===== config.mk =====
export PLATFORM = sky130hd
export DESIGN_NAME = draw_scheduler
export DESIGN_NICKNAME = d
export VERILOG_FILES = /design/src/rtl/draw_pkg.sv /design/src/rtl/draw_scheduler_shape_port_mux.sv /design/src/rtl/draw_scheduler.sv
export SDC_FILE = /design/constraint.sdc
export NUM_CORES = 1
export LEC_CHECK = 0
export BUFFER_PORTS_ARGS = -buffer_cell sky130_fd_sc_hd__buf_2
export CORE_AREA = 2 2 220 222
export DETAILED_ROUTE_END_ITERATION = 6
export DIE_AREA = 0 0 222 224
export GPL_ROUTABILITY_DRIVEN = 0
export GPL_TIMING_DRIVEN = 0
export PLACE_DENSITY_LB_ADDON = 0.15
export SLEW_MARGIN = 30
export SYNTH_ARGS = -nofsm -noshare
export SYNTH_HDL_FRONTEND = slang
export SYNTH_SLANG_ARGS = --single-unit

===== constraint.sdc =====
create_clock -name clock -period 2.34 [get_ports clock]
set_input_delay 0.234 -clock clock [delete_from_list [all_inputs] [get_ports clock]]
set_output_delay 0.234 -clock clock [all_outputs]
set_load 0.05 [all_outputs]

===== src/rtl/draw_pkg.sv =====
// Shared definitions for the frame draw scheduler and the game controller:
// scheduler FSM states and the fixed shape ID map.
package draw_pkg;

  localparam int NUM_SHAPES_DEF = 18;
  localparam int SHAPE_ID_W     = $clog2(NUM_SHAPES_DEF);

  typedef enum logic [2:0] {
    ST_IDLE         = 3'd0,
    ST_START        = 3'd1,
    ST_WAIT_DONE    = 3'd2,
    ST_WAIT_RELEASE = 3'd3,
    ST_NEXT         = 3'd4
  } sched_state_e;

  localparam int ID_SQUARE_FIRST = 0;
  localparam int ID_SQUARE_LAST  = 6;
  localparam int ID_BLOCK_FIRST  = 7;
  localparam int ID_BLOCK_LAST   = 11;
  localparam int ID_SPIKE_FIRST  = 12;
  localparam int ID_SPIKE_LAST   = 16;
  localparam int ID_CLEAR        = 17;

endpackage


===== src/rtl/draw_scheduler_shape_port_mux.sv =====
// shape_port_mux: selects one shape's pixel stream onto the shared VGA port.
// Plot is gated by i_plot_en so idle/handoff cycles never write pixels.
module shape_port_mux #(
  parameter int NUM_SHAPES = 18,
  parameter int COORD_W    = 11,
  parameter int COLOUR_W   = 3,
  parameter int ID_W       = 5
) (
  input  logic [ID_W-1:0]                i_sel,
  input  logic                           i_plot_en,
  input  logic [NUM_SHAPES-1:0]          i_plot,
  input  logic [NUM_SHAPES*COORD_W-1:0]  i_x,
  input  logic [NUM_SHAPES*COORD_W-1:0]  i_y,
  input  logic [NUM_SHAPES*COLOUR_W-1:0] i_colour,
  output logic [COORD_W-1:0]             o_x,
  output logic [COORD_W-1:0]             o_y,
  output logic [COLOUR_W-1:0]            o_colour,
  output logic                           o_plot
);

  // Slice selection by shape ID; out-of-range IDs yield a silent port.
  always_comb begin
    o_x      = '0;
    o_y      = '0;
    o_colour = '0;
    o_plot   = 1'b0;
    if (int'(i_sel) < NUM_SHAPES) begin
      o_x      = i_x[int'(i_sel)*COORD_W +: COORD_W];
      o_y      = i_y[int'(i_sel)*COORD_W +: COORD_W];
      o_colour = i_colour[int'(i_sel)*COLOUR_W +: COLOUR_W];
      o_plot   = i_plot[i_sel] & i_plot_en;
    end else begin
      o_plot   = 1'b0;
    end
  end

endmodule


===== src/rtl/draw_scheduler.sv =====
// draw_scheduler: per-frame sequencing of shape engines onto the VGA port.
// Optional per-shape watchdog enabled by defining DRAW_SCHEDULER_TIMEOUT_EN.
module draw_scheduler
  import draw_pkg::*;
#(
  parameter int NUM_SHAPES     = 18,
  parameter int CLEAR_ID       = ID_CLEAR,
  parameter int COORD_W        = 11,
  parameter int COLOUR_W       = 3,
  parameter int TIMEOUT_CYCLES = 65535
) (
  input  logic                               clock,
  input  logic                               reset,
  input  logic                               frame_tick,
  input  logic [NUM_SHAPES-1:0]              shape_enable,
  input  logic [NUM_SHAPES-1:0]              draw_done,
  input  logic [NUM_SHAPES-1:0]              load_plot,
  input  logic [NUM_SHAPES*COORD_W-1:0]      load_x,
  input  logic [NUM_SHAPES*COORD_W-1:0]      load_y,
  input  logic [NUM_SHAPES*COLOUR_W-1:0]     load_colour,
  output logic [NUM_SHAPES-1:0]              draw_start,
  output logic [COORD_W-1:0]                 vga_x,
  output logic [COORD_W-1:0]                 vga_y,
  output logic [COLOUR_W-1:0]                vga_colour,
  output logic                               vga_plot,
  output logic [$clog2(NUM_SHAPES)-1:0]      curr_shape_id,
  output logic                               frame_busy,
`ifdef DRAW_SCHEDULER_TIMEOUT_EN
  output logic                               shape_timeout,
`endif
  output logic                               frame_overrun
);

  localparam int ID_W = $clog2(NUM_SHAPES);
  localparam logic [ID_W-1:0] CLEAR_SEL = ID_W'(CLEAR_ID);

  sched_state_e          r_state, w_state_nxt;
  logic [NUM_SHAPES-1:0] r_mask, r_draw_start;
  logic [ID_W-1:0]       r_curr_id, w_next_id;
  logic                  r_busy, r_overrun;
  logic                  w_next_found, w_done_cur, w_wdog_hit, w_plot_en;

  assign w_done_cur = draw_done[r_curr_id];
  assign w_plot_en  = (r_state == ST_START) || (r_state == ST_WAIT_DONE);

`ifdef DRAW_SCHEDULER_TIMEOUT_EN
  logic [15:0] r_wdog;
  logic        r_timeout;

  assign w_wdog_hit = ((r_state == ST_WAIT_DONE) || (r_state == ST_WAIT_RELEASE)) &&
                      (r_wdog == 16'(TIMEOUT_CYCLES));

  // Watchdog counter: restarts per shape, runs while waiting on the engine.
  always_ff @(posedge clock) begin
    if (reset) begin
      r_wdog    <= 16'd0;
      r_timeout <= 1'b0;
    end else begin
      r_timeout <= w_wdog_hit;
      if (r_state == ST_START) begin
        r_wdog <= 16'd0;
      end else if ((r_state == ST_WAIT_DONE) || (r_state == ST_WAIT_RELEASE)) begin
        r_wdog <= r_wdog + 16'd1;
      end else begin
        r_wdog <= r_wdog;
      end
    end
  end

  assign shape_timeout = r_timeout;
`else
  assign w_wdog_hit = 1'b0;
`endif

  // Next shape: lowest enabled ID above the current one; clear precedes all.
  always_comb begin
    w_next_found = 1'b0;
    w_next_id    = r_curr_id;
    for (int i = NUM_SHAPES - 1; i >= 0; i--) begin
      if (r_mask[i] && (i != CLEAR_ID) &&
          ((r_curr_id == CLEAR_SEL) || (i > int'(r_curr_id)))) begin
        w_next_found = 1'b1;
        w_next_id    = ID_W'(i);
      end else begin
        w_next_found = w_next_found;
      end
    end
  end

  // Next-state decode of the start/done handshake sequencer.
  always_comb begin
    w_state_nxt = r_state;
    case (r_state)
      ST_IDLE:         w_state_nxt = frame_tick ? ST_START : ST_IDLE;
      ST_START:        w_state_nxt = ST_WAIT_DONE;
      ST_WAIT_DONE: begin
        if (w_wdog_hit)      w_state_nxt = ST_NEXT;
        else if (w_done_cur) w_state_nxt = ST_WAIT_RELEASE;
        else                 w_state_nxt = ST_WAIT_DONE;
      end
      ST_WAIT_RELEASE: begin
        if (w_wdog_hit || !w_done_cur) w_state_nxt = ST_NEXT;
        else                           w_state_nxt = ST_WAIT_RELEASE;
      end
      ST_NEXT:         w_state_nxt = w_next_found ? ST_START : ST_IDLE;
      default:         w_state_nxt = ST_IDLE;
    endcase
  end

  // State register plus mask, shape ID, start and status registers.
  always_ff @(posedge clock) begin
    if (reset) begin
      r_state      <= ST_IDLE;
      r_mask       <= '0;
      r_draw_start <= '0;
      r_curr_id    <= CLEAR_SEL;
      r_busy       <= 1'b0;
      r_overrun    <= 1'b0;
    end else begin
      r_state   <= w_state_nxt;
      r_overrun <= frame_tick && (r_state != ST_IDLE);
      case (r_state)
        ST_IDLE: begin
          if (frame_tick) begin
            r_mask    <= shape_enable | (NUM_SHAPES'(1) << CLEAR_ID);
            r_curr_id <= CLEAR_SEL;
            r_busy    <= 1'b1;
          end
        end
        ST_START:        r_draw_start <= NUM_SHAPES'(1) << r_curr_id;
        ST_WAIT_DONE: begin
          if (w_done_cur || w_wdog_hit) r_draw_start <= '0;
        end
        ST_WAIT_RELEASE: r_draw_start <= '0;
        ST_NEXT: begin
          if (w_next_found) r_curr_id <= w_next_id;
          else              r_busy    <= 1'b0;
        end
        default:         r_draw_start <= '0;
      endcase
    end
  end

  assign draw_start    = r_draw_start;
  assign curr_shape_id = r_curr_id;
  assign frame_busy    = r_busy;
  assign frame_overrun = r_overrun;

  shape_port_mux #(
    .NUM_SHAPES (NUM_SHAPES),
    .COORD_W    (COORD_W),
    .COLOUR_W   (COLOUR_W),
    .ID_W       (ID_W)
  ) u_port_mux (
    .i_sel      (r_curr_id),
    .i_plot_en  (w_plot_en),
    .i_plot     (load_plot),
    .i_x        (load_x),
    .i_y        (load_y),
    .i_colour   (load_colour),
    .o_x        (vga_x),
    .o_y        (vga_y),
    .o_colour   (vga_colour),
    .o_plot     (vga_plot)
  );

endmodule


# After elaboration in Yosys (flattened, before gate mapping)
# Index checks and enable logic that the tools add are counted.
classes:
  n_mul: 2
  n_lt_le_gt_ge: 18
  eq_ne: 10
  shift: 4
  muxes: 55
  n_bitwise: 2
  reduce_logical: 43
op_table:
  columns: ["operator", "n"]
  rows:
  - ["198-bit by 32-bit variable part select with 11-bit output", 2]
  - ["5-bit 2-to-1 mux", 19]
  - ["18-bit case mux with 3 select lines", 1]
  - ["54-bit by 32-bit variable part select with 3-bit output", 1]
  - ["4-bit by 5-bit > comparator with 1-bit output, first input constant", 8]
  - ["1-bit 2-to-1 mux", 25]
  - ["11-bit 2-to-1 mux", 2]
  - ["3-bit by 5-bit > comparator with 1-bit output, first input constant", 4]
  - ["1-bit logical AND", 18]
  - ["18-bit 2-to-1 mux", 1]
  - ["18-bit inequality test, second input constant", 1]
  - ["1-bit by 5-bit << shifter with 18-bit output, first input constant", 1]
  - ["1-bit logical OR", 17]
  - ["3-bit case mux with 5 select lines", 1]
  - ["1-bit binary-select mux with 5-bit select", 2]
  - ["2-bit by 5-bit > comparator with 1-bit output, first input constant", 2]
  - ["5-bit case mux with 2 select lines", 1]
  - ["5-bit by 4-bit multiplier with 9-bit output, second input constant", 1]
  - ["2-bit inequality test, second input constant", 4]
  - ["5-bit by 2-bit multiplier with 7-bit output, second input constant", 1]
  - ["3-bit by 2-bit equality test with 1-bit output, second input constant", 2]
  - ["5-bit by 6-bit less-than comparator with 1-bit output, second input constant", 1]
  - ["3-bit 2-to-1 mux", 2]
  - ["5-bit equality test, second input constant", 1]
  - ["other kinds (15)", 16]
totals:
  ff_bits: 45
  inputBits: 507
  out_inout_bits: 51
  elab_cells: 140

# Logic depth before layout (Yosys ltp)
# Gate-level depths: netlist of the first run.
logic_depth:
  ltp_word: 22
  ltp_mapped: 9
  depth_no_buf: 6

# Cells and area by module
# Synthesis of the first run repeated with hierarchy kept, for this count alone.
hier_totals:
  hier_cells: 700
  hier_area_um2: 6309.8
modules_own_cells:
  columns: ["module", "instances", "cells_per_inst", "area_each_um2", "seq_area_each_um2"]
  rows:
  - ["shape_port_mux", 1, 431, 3930.0, 0.0]
  - ["draw_scheduler", 1, 269, 2379.8, 900.9]

# Worst setup path after synthesis of the first run
# OpenSTA, ideal clock, no wires.
synth_path:
  path_kind: "reg2out"
  startpoint: "register r_curr_id[1], in the netlist curr_shape_id[1]"
  endpoint: "output port vga_plot"
  arrival_ns: 3.488
  t_required_ns: 2.106
  setup_slack_ns: -1.382
  path_stages_with_launch: 8
  n_path_buf: 3
  path_cell_list: "dfxtp_1 > buf_4 > buf_2 > buf_1 > mux4_2 > mux4_2 > nor2_1 > nor4b_1"
synth_via:
  elab_chain_cells: 4
  word_cells_on_any_way: 5
  cone_classes: "order compare: 1; mux: 3; bitwise: 1"
synth_lines:
  columns: ["item", "line_no", "text"]
  rows:
  - ["start: declaration", "draw_scheduler.sv:39", "logic [ID_W-1:0] r_curr_id, w_next_id;"]
  - ["start signal: assignment", "draw_scheduler.sv:136", "if (w_next_found) r_curr_id <= w_next_id;"]
  - ["1-bit binary-select mux with 5-bit select", "draw_scheduler_shape_port_mux.sv:31", "o_plot = i_plot[i_sel] & i_plot_en;"]
  - ["1-bit 2-to-1 mux (implied by the code)", "draw_scheduler_shape_port_mux.sv:31", null]
  - ["1-bit AND", "draw_scheduler_shape_port_mux.sv:31", null]
  - ["1-bit 2-to-1 mux *", "draw_scheduler_shape_port_mux.sv:27", "if (int'(i_sel) < NUM_SHAPES) begin"]
  - ["end: declaration", "draw_scheduler.sv:25", "output logic vga_plot,"]
# Every way passes the cells marked *; elsewhere a longest branch is shown, timed or not. The select of a mux whose other input is x is not followed.

# Worst setup path after layout of the first run
layout_path:
  startpoint: "register r_curr_id[0], in the netlist curr_shape_id[0]"
  endpoint: "output port vga_x[10]"
layout_via:
  elab_chain_cells: 3
  word_cells_on_any_way: 4
  cone_classes: "mul: 1; order compare: 1; shift: 1; mux: 1"
layout_lines:
  columns: ["item", "line_no", "text"]
  rows:
  - ["5-bit by 4-bit multiplier with 9-bit output", "draw_scheduler_shape_port_mux.sv:28", "o_x = i_x[int'(i_sel)*COORD_W +: COORD_W];"]
  - ["198-bit by 32-bit variable part select with 11-bit output", "draw_scheduler_shape_port_mux.sv:28", null]
  - ["11-bit 2-to-1 mux *", "draw_scheduler_shape_port_mux.sv:27", null]
  - ["end: declaration", "draw_scheduler.sv:22", "output logic [COORD_W-1:0] vga_x,"]
# Every way passes the cells marked *; elsewhere a longest branch is shown, timed or not.

==> flow_summary_export.csv, run 1 <==
group,metric,value,unit
worst_setup_path,r2r_slack,-0.31,ns
die,dieHeight,224,um
synth,synth_top_area_share,49.88,%
grt,antenna_found_initial,15,
timing,finalHoldViolCount,0,
timing,fmax,0.3476,GHz
die,ioPinCount,558,
die,fp.dieW,222,um
timing,period_minus_slack,2.877,ns
run_status,violations,"setup timing",
worst_setup_path,cp-start-kind,"flip-flop",
placement,post-place-ws,-0.7037,ns
routing,first_pass_iters,4,
grt,grt_start_max_net_pins,16,
timing,worst_slack,-0.5368,ns
synth,synth.distinct_cells,55,
grt,grt_use_met2,34.34,%
finish,final_cell_mix,"buf_2, mux4_2, nand2_1",
finish,layout-drive-gt1-share,78.14,%
worst_setup_path,arrival,2.64,ns
routing,routed_wl,48.11,mm
timing,timing.slew.headroom,43.64,%
clock_network,postCtsHoldBufs,0,
run_status,outcome,"finished, violations left",
routing,wl_per_cell,27.16,um
die,fp.coreArea,0.04735,mm^2
timing,setup_viol,50,
power,ir_drop,0.2418,mV
routing,viasPerCell,4.418,
clock_network,cts_root_buffer,"clkbuf_16",
timing,rsz0062_at_grt,"yes",
worst_setup_path,crit_type,"reg -> out",
finish,nNetsFinal,1654,
clock_network,cts_sinks,45,
synth,yosysWarnings,0,
power,finalPower,3.090,mW
worst_setup_path,crit_fanout,6,
finish,areaGrowthSynthToFinish,98.44,%
placement,dp_hpwl,39.59,mm
synth,seq_area_frac_synth,15.00,%
synth,syn_avg_cell_area,11.35,um^2
clock_network,cts_buffer_depth,2,
grt,gr-usage-met1,22.20,%
synth,synthTopCellsByArea,"mux4_2, dfxtp_1, mux2i_1",
grt,grt_pass1_vias,8363,
synth,synth_cells,529,
grt,busiest_layer,"met2",
job,maxCapViolCount,0,
finish,final_common_cell,"buf_2",
grt,grtUsageMet3,3.607,%
routing,drt_iter0_drc,486,
routing,ant_nets,0,
timing,tightest_slew,0.8454,ns
clock_network,numCtsBuffers,5,
routing,drc_errors,0,
clock_network,clk_latency,0.29,ns
worst_setup_path,crit_required,2.11,ns
die,start_util,12.68,%
synth,synth_ff_type,"dfxtp_1",
timing,setup_tns,-18.30,ns
synth,synth_edf_count,0,
grt,overflow,0,
synth,ys_ff_latch,45,
synth,synthesis.area,0.006006,mm^2
clock_network,clkTransAtPathRegs,0.07,ns
clock_network,cts_htree_levels,2,
synth,syn-num-nets,1036,
timing,fin_crit_sh,122.9,%
worst_setup_path,crit_path_end_kind,"output pin",
die,fp-row-count,80,
routing,vias,7825,
synth,async_flop_share,0,%
timing,maxSlewViolCount,0,
grt,grt_use_total,18.76,%
clock_network,cts_tree,"built",
placement,portBuffers,555,
power,power_density,259.3,mW/mm^2
hold_path,hp-class,"in -> reg",
power,power_leakage,5.373,nW
timing,fin_skew,0.006411,ns
grt,grt_pass1_wl,65.25,mm
die,die_area,0.04973,mm^2
synth,yosysTopAreaCell,"mux4_2",
-- kinds of logic after synthesis --
family | count (synthesis) | share of synthesized area, %
mux | 163 | 55.42
simple gates | 133 | 10.52
compound gates | 115 | 13.60
buf+inv | 71 | 5.167
flops | 45 | 15.00
xor+xnor | 2 | 0.2917
-- stage by stage --
| step | util (%) | area, um^2 | hold slack [ns] | instances |
|---|---|---|---|---|
| 6_report | 25.17 | 11920 | 0.1731 | 1771 |
| 5_1_grt | 25.16 | 11910 | 0.1793 | 1768 |
| 2_1_floorplan | - | 6655 | 0.3700 | 529 |
| 4_1_cts | 24.74 | 11710 | 0.1705 | 1753 |
| 3_3_place_gp | 21.55 | 10200 | 0.4444 | 1699 |
| 3_5_place_dp | 21.58 | 10220 | 0.4409 | 1699 |
-- metal layers --
| layer | share of wire (%) | vias to the layer above |
|---|---|---|
| li1 | - | 3477 |
| met1 | 40 | 3940 |
| met2 | 52 | 349 |
| met3 | 5.5 | 51 |
| met4 | 2.6 | 8 |
| met5 | 0.12 | - |
-- cell usage after synthesis, drive strengths merged (2+ instances only) --
cell,count
mux4,135
a21oi,26
nor4b,3
nand3,5
nor3,7
clkbuf,28
dfxtp,45
o21ai,14
inv,9
and4,2
o2bb2ai,3
o211ai,3
mux2i,28
o21a,2
a22o,10
a211oi,2
nor3b,4
buf,34
o31ai,32
or3,3
nand2,74
nand4,3
nor2b,4
a31oi,3
and2,5
nor2,15
a32o,7
and3,3
o221ai,2
-- report_power, final --
part           switching [mW]  internal (mW)
Sequential             0.0325          0.802
Combinational           0.710          0.814
Clock                   0.334          0.397
Total                    1.08           2.01
-- cell type report --
| cell class | count | area (um^2) |
|---|---|---|
| flip-flops and latches | 45 | 912.1 |
| clock buffers | 5 | 125.1 |
| clock inverters | 3 | 21.27 |
| fillers | 5116 | 35430 |
| repair buffers | 614 | 3746 |
| plain buffers | 59 | 840.8 |
| well taps | 615 | 769.5 |
| diodes | 8 | 20.02 |
| multi-input cells | 413 | 5449 |
| inverters | 9 | 33.78 |
-- critical path, cell delays in order (launching register included) --
cell	delay [ns]
dfxtp_4	0.37
buf_12	0.15
buf_16	0.17
buf_16	0.16
mux4_2	0.54
mux4_2	0.54
nand2_2	0.12
o31ai_4	0.09
buf_6	0.19
-- timing repair --
action,4_1_cts,5_1_grt
cloned,12,1
setup buffers,38,16
pin swaps,15,18
endpoints found under the setup margin,51,61
resized for setup,174,32
-- sequential cells by signal (all words and copies together) (netlist names) --
signal / flops
r_state: 3
draw_start: 18
frame_overrun: 1
curr_shape_id: 5
frame_busy: 1
r_mask: 17
-- final timing paths --
kind                                                     from  depth (start not counted)                          end
worst min-delay path                         shape_enable[13]                          3      r_mask[13]$_SDFFE_PP0P_
worst min register to register     draw_start[6]$_SDFFE_PP0P_                          1   draw_start[6]$_SDFFE_PP0P_
worst max-delay path            curr_shape_id[0]$_SDFFE_PP1P_                          8                    vga_x[10]
worst max register to register  curr_shape_id[0]$_SDFFE_PP1P_                         10  draw_start[10]$_SDFFE_PP0P_
Power figures use the tool's default switching activity.
==> run 2: changes to the inputs <==
Settings changed: CORE_AREA 2 2 220 222 to 8 8 214 216.
==> run 2 against run 1 <==
The flow still finishes with violations (setup timing). Clock power up 2%. Register-to-register slack better by 0.06 ns. First-iteration DRC count up 3.1%. Highest routed layer unchanged. Sequential power about the same. Critical endpoint is now vga_y[2]. Die area unchanged. Via count up 0.82%. Largest cell class unchanged. Non-clock buffer count down 13. Cell area down 2.4%. Global-route usage down 0.23 points. Fmax up 1.4%. Power down 0.73%.
==> flow_summary_export.csv, run 2 (synthesis results as in run 1) <==
group,metric,value,unit
timing,timing.slew.headroom,47.27,%
timing,setup_viol,47,
finish,final_util,27.38,%
grt,grt_use_total,18.53,%
placement,place_area,0.01013,mm^2
hold_path,hold_path_end,"r_mask[5]$_SDFFE_PP0P_",
clock_network,cts_buffer_depth,2,
finish,largest_reg_flops,18,
power,power_density,263.6,mW/mm^2
finish,final_cell_mix,"buf_2, mux4_2, nand2_1",
power,power_leakage,5.298,nW
grt,antenna_found_initial,26,
worst_setup_path,arrival,2.60,ns
run_status,outcome,"finished, violations left",
placement,dp_hpwl,40.89,mm
grt,overflow,0,
power,ir_drop,0.2564,mV
worst_setup_path,crit_type,"reg -> out",
hold_path,hp-class,"in -> reg",
routing,drt_iter0_drc,501,
finish,fin_area,0.01164,mm^2
timing,fmax,0.3526,GHz
worst_setup_path,crit_required,2.11,ns
timing,setup_tns,-15.55,ns
clock_network,cts_htree_levels,2,
hold_path,holdPathStages,3,
die,fp.dieW,222,um
timing,fin_skew,0.01052,ns
worst_setup_path,crit_fanout,7,
finish,nNetsFinal,1641,
grt,grt_pass1_wl,66.55,mm
power,finalPower,3.067,mW
timing,tightest_slew,0.7910,ns
run_status,violations,"setup timing",
timing,finalHoldViolCount,0,
clock_network,numCtsBuffers,5,
routing,first_pass_iters,5,
die,ioPinCount,558,
die,start_util,14.13,%
die,fp.coreArea,0.04251,mm^2
finish,areaGrowthSynthToFinish,93.75,%
worst_setup_path,cp-start-kind,"flip-flop",
worst_setup_path,crit_path_end_kind,"output pin",
die,fp-row-count,76,
clock_network,postCtsHoldBufs,0,
die,dieHeight,224,um
grt,grt_pass1_vias,8464,
routing,routed_wl,49.55,mm
hold_path,min-delay-start,"shape_enable[5]",
timing,worst_slack,-0.4963,ns
placement,portBuffers,555,
clock_network,cts_tree,"built",
routing,vias,7889,
clock_network,cts_sinks,45,
worst_setup_path,r2r_slack,-0.25,ns
finish,layout-drive-gt1-share,77.53,%
job,maxCapViolCount,0,
routing,ant_nets,0,
clock_network,clkTransAtPathRegs,0.07,ns
timing,maxSlewViolCount,0,
clock_network,cts_root_buffer,"clkbuf_16",
worst_setup_path,reg2reg_to,"draw_start[12]$_SDFFE_PP0P_",
routing,drc_errors,0,
worst_setup_path,reg2reg_depth,9,
timing,period_minus_slack,2.836,ns
finish,final_common_cell,"buf_2",
grt,grt_start_max_net_pins,17,
routing,wl_per_cell,29.32,um
timing,fin_crit_sh,121.2,%
routing,viasPerCell,4.668,
timing,rsz0062_at_grt,"yes",
clock_network,clk_latency,0.30,ns
die,die_area,0.04973,mm^2
worst_setup_path,r2r_start,"curr_shape_id[0]$_SDFFE_PP1P_",
[run 2: cell count changes in the layout (fill, tap and decap cells not counted), moves of 2 or more]
cell and delta:
buf_16 -2, buf_4 -10, clkbuf_16 +4, buf_12 -12
buf_8 +4, buf_2 -2, buf_6 +3
[run 2: stage by stage]
step	hold slack (ns)	worst slack [ns]	cells
floorplan	0.3700	-0.02291	529
global placement	0.4453	-0.8913	1630
detailed placement	0.4464	-0.6913	1630
CTS	0.1773	-0.5386	1653
global route	0.1794	-0.5708	1689
finish	0.1760	-0.4963	1690
[run 2: power by group]
| group | internal [mW] | total, mW | switching [mW] |
|---|---|---|---|
| combinational | 0.802 | 1.49 | 0.692 |
| clock | 0.402 | 0.742 | 0.340 |
| sequential | 0.802 | 0.832 | 0.0300 |
| total | 2.01 | 3.07 | 1.06 |
[run 2: how the worst max path moves through the flow]
stage,start,cells past startpoint,to
2_1_floorplan,curr_shape_id[0]$_SDFFE_PP1P_,8,draw_start[12]$_SDFFE_PP0P_
3_3_place_gp,curr_shape_id[4]$_SDFFE_PP1P_,6,vga_x[0]
3_5_place_dp,curr_shape_id[3]$_SDFFE_PP0P_,8,vga_y[2]
4_1_cts,curr_shape_id[0]$_SDFFE_PP1P_,8,vga_y[2]
5_1_grt,curr_shape_id[0]$_SDFFE_PP1P_,8,vga_colour[2]
6_report,curr_shape_id[0]$_SDFFE_PP1P_,8,vga_y[2]
[run 2: what timing repair did]
action | 4_1_cts | 5_1_grt
resized for setup | 127 | 72
setup endpoints to repair | 51 | 60
pin swaps | 5 | 12
gates cloned | 4 | 10
setup buffers | 13 | 20
[run 2: worst max-delay path: stages, from the launching register on]
cell and delay [ns]:
dfxtp_4 0.36, buf_12 0.15, buf_16 0.16, buf_16 0.15, mux4_2 0.54, mux4_2 0.55, nand2_2 0.12, o31ai_4 0.09
buf_6 0.18
[run 2: per-layer routing]
layer / share of wire (%) / GRT usage (%) / vias to the layer above / wire [um]
met4: 1.2 / 3.913 / 18 / 573
met2: 52 / 33.03 / 378 / 25540
li1: - / - / 3463 / -
met5: 0.25 / 0 / - / 123
met1: 40 / 21.90 / 3986 / 19890
met3: 6.9 / 5.402 / 44 / 3420
[run 2: area by class of cell]
cell class / count / area, um^2
Antenna cell: 9 / 22.52
Buffer: 60 / 838.3
Clock buffer: 5 / 125.1
Clock inverter: 3 / 25.02
Fill cell: 4567 / 30870
Inverter: 9 / 33.78
Multi-Input combinational cell: 413 / 5425
Sequential cell: 45 / 912.1
Tap cell: 546 / 683.2
Timing Repair Buffer: 600 / 3571
==> run 3: changes to the inputs <==
Settings changed: PLACE_DENSITY set to 0.49, PLACE_DENSITY_LB_ADDON 0.15 to not set.
==> run 3 against run 2 <==
The flow still finishes with violations (setup timing). Die area unchanged. Critical path depth stayed put. Sequential share of layout area is essentially flat. Flip-flop and latch count is the same. First-iteration DRC count is 22% higher. Clock-buffer cell count is 1 higher. Register-to-register slack got worse by 0.17 ns. Clock power is 11% higher. Clock skew shrank 0.0023 ns. Hold slack worse by 0.00053 ns. Core utilization shrank 0.094 points. Largest cell class unchanged.
==> flow_summary_export.csv, run 3 (synthesis results as in run 1) <==
group,metric,value,unit
run_status,outcome,"finished, violations left",
run_status,violations,"setup timing",
timing,timing.slew.headroom,42.53,%
grt,grt_pass1_wl,67.76,mm
routing,drt_iter0_drc,609,
finish,final.fill_count,4492,
die,fp.coreArea,0.04251,mm^2
job,maxCapViolCount,0,
grt,antenna_found_initial,11,
clock_network,cts_sinks,45,
die,start_util,14.13,%
timing,finalHoldViolCount,0,
power,finalPower,3.175,mW
worst_setup_path,crit_type,"reg -> out",
power,power_density,273.8,mW/mm^2
placement,dp_cells,1631,
timing,period_minus_slack,2.874,ns
die,ioPinCount,558,
worst_setup_path,crit_path_cell_trace,"buf_12, buf_16, buf_16, mux4_2, mux4_2, nand2_2, o31ai_4, buf_6",
finish,layout-drive-gt1-share,76.40,%
worst_setup_path,crit_fanout,8,
routing,drc_errors,0,
placement,post-place-ws,-0.6621,ns
hold_path,hp-class,"in -> reg",
finish,final_cell_mix,"buf_2, mux4_2, nand2_1",
grt,grt_start_max_net_pins,15,
placement,portBuffers,555,
routing,viasPerCell,4.790,
routing,vias,8110,
routing,first_pass_iters,4,
finish,largest_reg_flops,18,
die,dieHeight,224,um
worst_setup_path,crit_path_top_delay_cell,"mux4_2",
placement,dp_hpwl,41.28,mm
timing,setup_viol,53,
die,die_area,0.04973,mm^2
power,ir_drop,0.3820,mV
timing,rsz0062_at_grt,"yes",
finish,areaGrowthSynthToFinish,93.08,%
worst_setup_path,crit_path_max_incr_delay,0.58,ns
clock_network,numCtsBuffers,5,
worst_setup_path,crit_required,2.11,ns
clock_network,clk_latency,0.29,ns
finish,nNetsFinal,1650,
worst_setup_path,arrival,2.64,ns
die,fp-row-count,76,
clock_network,cts_root_buffer,"clkbuf_16",
routing,ant_nets,0,
timing,hold_ws,0.1755,ns
routing,wl_per_cell,29.27,um
timing,fin_skew,0.008235,ns
power,power_leakage,5.308,nW
finish,stdcell_count,1693,
worst_setup_path,crit_path_end_kind,"output pin",
grt,overflow,0,
finish,final_common_cell,"buf_2",
die,fp.dieW,222,um
worst_setup_path,cp-start-kind,"flip-flop",
routing,routed_wl,49.55,mm
clock_network,cts_htree_levels,2,
grt,grt_use_total,18.82,%
clock_network,cts_buffer_depth,2,
timing,fin_crit_sh,122.8,%
clock_network,clkTransAtPathRegs,0.07,ns
clock_network,postCtsHoldBufs,0,
timing,fmax,0.3479,GHz
timing,maxSlewViolCount,0,
grt,grt_pass1_vias,8777,
clock_network,cts_tree,"built",
timing,tightest_slew,0.8621,ns
timing,worst_slack,-0.5341,ns
[run 3: changes by cell type in the layout (fill, tap and decap cells not counted), sizes merged]
cell / change
buf: +19
bufbuf: -1
bufinv: +1
clkbuf: -7
clkdlybuf4s15: -1
clkinvlp: -1
diode: -6
inv: -1
[run 3: final timing paths]
| kind | slack, ns | from | to | cells past startpoint |
|---|---|---|---|---|
| worst min register to register | 0.45 | r_mask[6]$_SDFFE_PP0P_ | r_mask[6]$_SDFFE_PP0P_ | 2 |
| worst min-delay path | 0.18 | shape_enable[10] | r_mask[10]$_SDFFE_PP0P_ | 3 |
| worst max-delay path | -0.53 | curr_shape_id[0]$_SDFFE_PP1P_ | vga_x[4] | 8 |
| worst max register to register | -0.42 | curr_shape_id[0]$_SDFFE_PP1P_ | draw_start[12]$_SDFFE_PP0P_ | 12 |
[run 3: through the flow]
step | utilization [%] | setup TNS (ns) | instance area [um^2]
2_1_floorplan | - | -0.3112 | 6655
3_3_place_gp | 23.80 | -22.50 | 10120
3_5_place_dp | 23.84 | -20.23 | 10130
4_1_cts | 26.85 | -20.05 | 11410
5_1_grt | 27.28 | -26.28 | 11590
6_report | 27.28 | -21.98 | 11600
[run 3: repair_timing]
item / 4_1_cts / 5_1_grt
gates cloned: 8 / 1
resized for setup: 153 / 24
pin swaps: 15 / 11
endpoints found under the setup margin: 51 / 63
buffers inserted: 35 / 10
endpoints found under the hold margin: 0 / 0
[run 3: power breakdown]
group / leakage (nW) / switching, mW / internal (mW)
clock: 0.0811 / 0.313 / 0.507
combinational: 4.86 / 0.720 / 0.807
sequential: 0.367 / 0.0274 / 0.802
[run 3: area by class of cell]
cell class	instances	area [um^2]	area share, %
clock buffer	6	128.9	1.111
timing repair buffer	608	3603	31.07
tap	546	683.2	5.891
sequential	45	912.1	7.866
buffer	61	845.8	7.294
antenna	3	7.507	0.06474
multi-input combinational	413	5343	46.07
clock inverter	2	38.79	0.3345
inverter	9	33.78	0.2913
[run 3: routing by layer]
metal  wire, um  vias up  track usage [%]
met5         40        -                0
met4        874        6            3.079
met3       3955       63            5.689
met2      24840      510            33.37
met1      19840     4062            22.61
li1           -     3469                -
[run 3: critical path: cells and delay by family, from the launching register on]
kind	cells	cell delay, ns
buffers and inverters	4	0.65
DFF	1	0.36
and+or+nand+nor	1	0.11
muxes	2	1.11
AOI/OAI and AO/OA	1	0.09
